`src/rtl/imem_loader.sv`:
```
// imem_loader: receives a program image as a valid/ready byte stream and writes it into
// a 64x32 instruction RAM. Bytes are packed little-endian into words. The CPU is held in
// reset until the whole image has been written.
//
// Ports:
//   clk       system clock, rising edge
//   reset     asynchronous active-low reset
//   start     one-cycle pulse, begins a load from IDLE or DONE
//   in_valid  byte stream valid
//   in_data   byte stream data
//   in_ready  byte accepted this cycle when in_valid is also high
//   we        one-cycle RAM write strobe per assembled word
//   waddr     RAM word address, holds its value between strobes
//   wdata     RAM write data, holds its value between strobes
//   busy      a load is in progress
//   done      the image has been written; held until the next start
//   err       the header word count was out of range; sticky until the next start
//   cpu_hold  keeps the processor in reset while high
module imem_loader #(
    parameter int unsigned N      = 32,
    parameter int unsigned ADDR_W = 6,
    parameter int unsigned DEPTH  = 64
) (
    input  logic              clk,
    input  logic              reset,
    input  logic              start,
    input  logic              in_valid,
    input  logic [7:0]        in_data,
    output logic              in_ready,
    output logic              we,
    output logic [ADDR_W-1:0] waddr,
    output logic [N-1:0]      wdata,
    output logic              busy,
    output logic              done,
    output logic              err,
    output logic              cpu_hold
);

    // One extra bit so a count of DEPTH words fits without wrapping.
    localparam int unsigned CNT_W = ADDR_W + 1;

    typedef enum logic [2:0] {
        S_IDLE,
        S_COUNT,
        S_BYTES,
        S_WRITE,
        S_DONE
    } state_e;

    state_e             state_q, state_d;
    logic [1:0]         idx_q, idx_d;
    logic [CNT_W-1:0]   cnt_q, cnt_d;
    logic [CNT_W-1:0]   total_q, total_d;
    logic [N-1:0]       word_q, word_d;
    logic               we_q, we_d;
    logic [ADDR_W-1:0]  waddr_q, waddr_d;
    logic [N-1:0]       wdata_q, wdata_d;
    logic               in_ready_q, in_ready_d;
    logic               busy_q, busy_d;
    logic               done_q, done_d;
    logic               err_q, err_d;
    logic               cpu_hold_q, cpu_hold_d;
    logic               xfer_c;

    // State and output registers.
    always_ff @(posedge clk or negedge reset) begin
        if (!reset) begin
            state_q    <= S_IDLE;
            idx_q      <= '0;
            cnt_q      <= '0;
            total_q    <= '0;
            word_q     <= '0;
            we_q       <= 1'b0;
            waddr_q    <= '0;
            wdata_q    <= '0;
            in_ready_q <= 1'b0;
            busy_q     <= 1'b0;
            done_q     <= 1'b0;
            err_q      <= 1'b0;
            cpu_hold_q <= 1'b1;
        end else begin
            state_q    <= state_d;
            idx_q      <= idx_d;
            cnt_q      <= cnt_d;
            total_q    <= total_d;
            word_q     <= word_d;
            we_q       <= we_d;
            waddr_q    <= waddr_d;
            wdata_q    <= wdata_d;
            in_ready_q <= in_ready_d;
            busy_q     <= busy_d;
            done_q     <= done_d;
            err_q      <= err_d;
            cpu_hold_q <= cpu_hold_d;
        end
    end

    // in_ready_q always reflects the current state, so it gates transfers directly.
    assign xfer_c = in_valid & in_ready_q;

    // Next-state and next-output logic.
    always_comb begin
        state_d = state_q;
        idx_d   = idx_q;
        cnt_d   = cnt_q;
        total_d = total_q;
        word_d  = word_q;
        we_d    = 1'b0;
        waddr_d = waddr_q;
        wdata_d = wdata_q;
        err_d   = err_q;

        unique case (state_q)
            S_IDLE, S_DONE: begin
                if (start) begin
                    state_d = S_COUNT;
                    err_d   = 1'b0;
                end
            end
            S_COUNT: begin
                if (xfer_c) begin
                    if (in_data > 8'(DEPTH)) begin
                        err_d   = 1'b1;
                        state_d = S_IDLE;
                    end else begin
                        // A header of zero stands for a full memory image.
                        total_d = (in_data == 8'd0) ? CNT_W'(DEPTH) : CNT_W'(in_data);
                        cnt_d   = '0;
                        idx_d   = '0;
                        state_d = S_BYTES;
                    end
                end
            end
            S_BYTES: begin
                if (xfer_c) begin
                    word_d[{idx_q, 3'b000} +: 8] = in_data;
                    idx_d = idx_q + 2'd1;
                    if (idx_q == 2'd3) begin
                        // Strobe is launched here so it is registered during WRITE.
                        we_d    = 1'b1;
                        waddr_d = cnt_q[ADDR_W-1:0];
                        wdata_d = word_d;
                        state_d = S_WRITE;
                    end
                end
            end
            S_WRITE: begin
                cnt_d   = cnt_q + CNT_W'(1);
                idx_d   = '0;
                state_d = ((cnt_q + CNT_W'(1)) == total_q) ? S_DONE : S_BYTES;
            end
            default: state_d = S_IDLE;
        endcase

        // Status outputs follow the state being entered.
        in_ready_d = (state_d == S_COUNT) || (state_d == S_BYTES);
        busy_d     = (state_d == S_COUNT) || (state_d == S_BYTES) || (state_d == S_WRITE);
        done_d     = (state_d == S_DONE);
        cpu_hold_d = (state_d != S_DONE);
    end

    assign in_ready = in_ready_q;
    assign we       = we_q;
    assign waddr    = waddr_q;
    assign wdata    = wdata_q;
    assign busy     = busy_q;
    assign done     = done_q;
    assign err      = err_q;
    assign cpu_hold = cpu_hold_q;

endmodule
```
`config.mk`:
```
export PLATFORM = sky130hd
export DESIGN_NAME = imem_loader
export DESIGN_NICKNAME = d
export VERILOG_FILES = /design/src/rtl/imem_loader.sv
export SDC_FILE = /design/constraint.sdc
export NUM_CORES = 1
export LEC_CHECK = 0
export BUFFER_PORTS_ARGS = -buffer_cell sky130_fd_sc_hd__buf_2
export CAP_MARGIN = 40
export CORE_MARGIN = 10
export CORE_UTILIZATION = 57
export DETAILED_ROUTE_END_ITERATION = 6
export PLACE_DENSITY = 0.76
export SLEW_MARGIN = 40
export SYNTH_ARGS = -nofsm -noshare
export SYNTH_HDL_FRONTEND = slang
export SYNTH_SLANG_ARGS = --single-unit
```
`constraint.sdc`:
```
create_clock -name clk -period 2.8 [get_ports clk]
set_input_delay 0.28 -clock clk [delete_from_list [all_inputs] [get_ports clk]]
set_output_delay 0.28 -clock clk [all_outputs]
set_load 0.02 [all_outputs]
```
==> results.md <==
- Crit path launch: state_q[1]
- P&R area growth vs syn: 12.9%
- Fraction of layout cells with a size suffix above 1: between 20% and 30%
- Post-synthesis cell type with the largest combined area: dfrtp_1
- CP Capture Type: register
- Max H-tree Level: 3
- Die height: 107 µm
- DR iter-0 viols: between 100 and 150
- EDFF count, synth: 0
- Final ANT Viol Nets: 0
- RSZ-0062 raised after global routing: no
- # rows: 31
- Cts bufs inserted: 9
- Yosys top cell area share: between 50% and 60%
- Top cell by count, worst path: nor2_1
- Clk slew on worst S/H paths: 0.09 ns
- Final Util: 66.9%
- Drt wl/cell: approximately 17 µm
- Worst clock skew: between 0.01 and 0.015 ns
- Mean post-synth cell area: roughly 11 µm²
- Status: finished, final reports clean
- RR Startpoint: state_q[1]
- Root Buffer: clkbuf_8
- Worst-Margin Slew: 0.700 ns
- # port buffers: between 50 and 60
- Hold Vio Cnt, Final: 0
- Peak VDD IR: between 0.0006 and 0.0007 V
- Grt total ovfl: 0
- Hold_sp: start
- Drt first pass iters: 4
- Gpl congestion: between 0.8 and 0.9
- Fmax achieved: roughly 0.43 GHz
- Io pins: 56
- Die footprint: 11500 µm²
- Main flop type after synthesis: dfrtp_1
- Max incr delay on CP: 0.53 ns
- Cell-by-cell trace of the critical path: nand4b_1, nor2_1, and2_2, buf_4, nor2_1, a21oi_1
- Largest net degree at the start of global routing: 57
- Netlist cell types: between 40 and 50
- Final HPWL DP: about 6.5 mm
- Startpoint Class: register
- Max Root-Sink Buffers: 2
- Cells resized by post-CTS repair: 0
- Vias in the first global route: 3237
- Max transition margin: 53.3%
- First-pass GRT wire length: between 15 and 20 mm
- Tmin final: ~2.3 ns
- Commonest non-fill, non-tap cell in the layout: dfrtp_1
- DR vias/cell: 5.80
- Worst EP required: 3.07 ns
- DRC violations left: 0
- PnR worst setup slack: 0.453 ns
- Routed WL: 9.53 mm
- Seq/Total Area, Yosys: a little over half
- Final setup fails: 0
- Layout Nets: about 470
- Max capacitance violation total: 0
- P_leak: around 2.4 nW
- Post-synthesis instance area: about 4300 µm²
- Vias: approximately 3200
- CTS Sinks: between 90 and 100
- Top post-synthesis cells by area: dfrtp_1 54%, a21oi_1 8.2%, a22o_1 6.7%
- N_diodes: 0
- Setup Crit Path Kind: register to register
- Leading cell types in the layout, fill and taps excluded: 94 x dfrtp_1, 71 x a21oi_1, 54 x buf_2, 42 x nor2_1, 33 x a22o_1
- Core area: approximately 7300 µm²
- GRT Util Overall: between 10% and 20%
- Max Transition Viols Final: 0
- Chip width: around 110 µm
- Initial Util: 59.3%
- Syn Inst Count: 405
- FFs w/ async S/R, synth: 100%
- Worst-path fanout max: 32
- Post-synth net total: about 420
- CTS tree: done
- #FFs+latches synth: 95
- Power Dens Cells: around 1100 nW/µm²
- Setup_tns: 0 ns
- Post-Place Setup Slack: 0.492 ns
- Arrival @ worst endpoint: 2.62 ns
- Cell at the slowest stage of the critical path: dfrtp_1
- Yosys warning total: 0
- Initial antenna violation count: 0
- Worst skew pair latency: 0.35 ns
- Period utilisation layout: 83.8%
- Hold Crit Class: primary input to register
[timing repair]
item | 4_1_cts | 5_1_grt
setup buffers | 0 | 0
hold buffers | 1 | 0
endpoints found under the hold margin | 53 | 0
[flip-flops by register name, indices dropped and copies added (netlist names)]
register	count
cpu_hold	1
total_q	7
busy	1
state_q	3
waddr	6
wdata	32
err	1
cnt_q	7
word_q	32
done	1
idx_q	2
we	1
in_ready	1
[final cells by class]
type                            instances  area [µm²]
Multi-Input combinational cell        277        1810
Clock buffer                           10         138
Clock inverter                          6        67.6
Fill cell                             586        2430
Tap cell                               99         124
Timing Repair Buffer                   63         353
Inverter                                9        33.8
Sequential cell                        95        2380
[stage by stage]
step / power [mW] / cell area, µm² / instances / hold slack [ns]
after floorplan: 3.63 / 4340 / 405 / -0.0156
after global placement: 4.21 / 4690 / 542 / 0.363
after detailed placement: 4.28 / 4690 / 542 / 0.371
after CTS: 5.22 / 4900 / 559 / 0.134
after global routing: 5.52 / 4900 / 559 / 0.163
final: 5.17 / 4900 / 559 / 0.148
[synthesized netlist by cell type (all sizes together) (3+ instances only)]
master,instances
nand3,3
nor2b,32
a31oi,5
ha,7
xor2,3
and2,5
buf,14
nand2,14
dfrtp,94
mux2,12
a21oi,71
a22o,33
nor3,4
or3,3
and3,3
xnor2,8
inv,9
nor2,43
clkbuf,10
o21ai,5
[final timing paths]
check	to	slack [ns]	depth (start not counted)
setup / recovery	wdata[5]	0.45	6
hold / removal	err	0.15	2
min in group asynchronous	waddr[3]	0.51	2
setup reg to reg	wdata[5]	0.45	6
hold reg to reg	word_q[3]	0.50	1
max in group asynchronous	cpu_hold	1.58	3
[metal layers]
layer / vias up / share of wire [%] / track usage (%)
met5: - / 0 / 0
met4: 0 / 1.4 / 6.00
met3: 13 / 6.8 / 4.67
met2: 100 / 47 / 26.0
met1: 1602 / 45 / 22.4
li1: 1529 / - / -
[power breakdown]
| part | internal (mW) | switching, mW |
|---|---|---|
| combinational | 0.837 | 1.21 |
| clock | 0.440 | 0.482 |
| sequential | 1.85 | 0.350 |
[critical path: cells and delay by family, from the launching register on]
kind                   cells  cell delay [ns]
AND/OR/NAND/NOR            4             1.23
flip-flops                 1             0.53
buffers and inverters      1             0.35
AO/OA/AOI/OAI              1             0.15
[cells by family (layout without fill, tap and decap cells)]
group | count (synthesis) | after routing | share of synthesized area (%)
AOI/OAI and AO/OA | 128 | 128 | 19.0
and+or+nand+nor | 119 | 119 | 14.7
DFF | 95 | 95 | 54.8
buffers and inverters | 33 | 88 | 3.66
muxes | 12 | 12 | 3.63
xor gates and xnor gates | 11 | 11 | 2.22
adders and majority gates | 7 | 7 | 2.02
No activity file was read; power rests on OpenSTA's default activity.
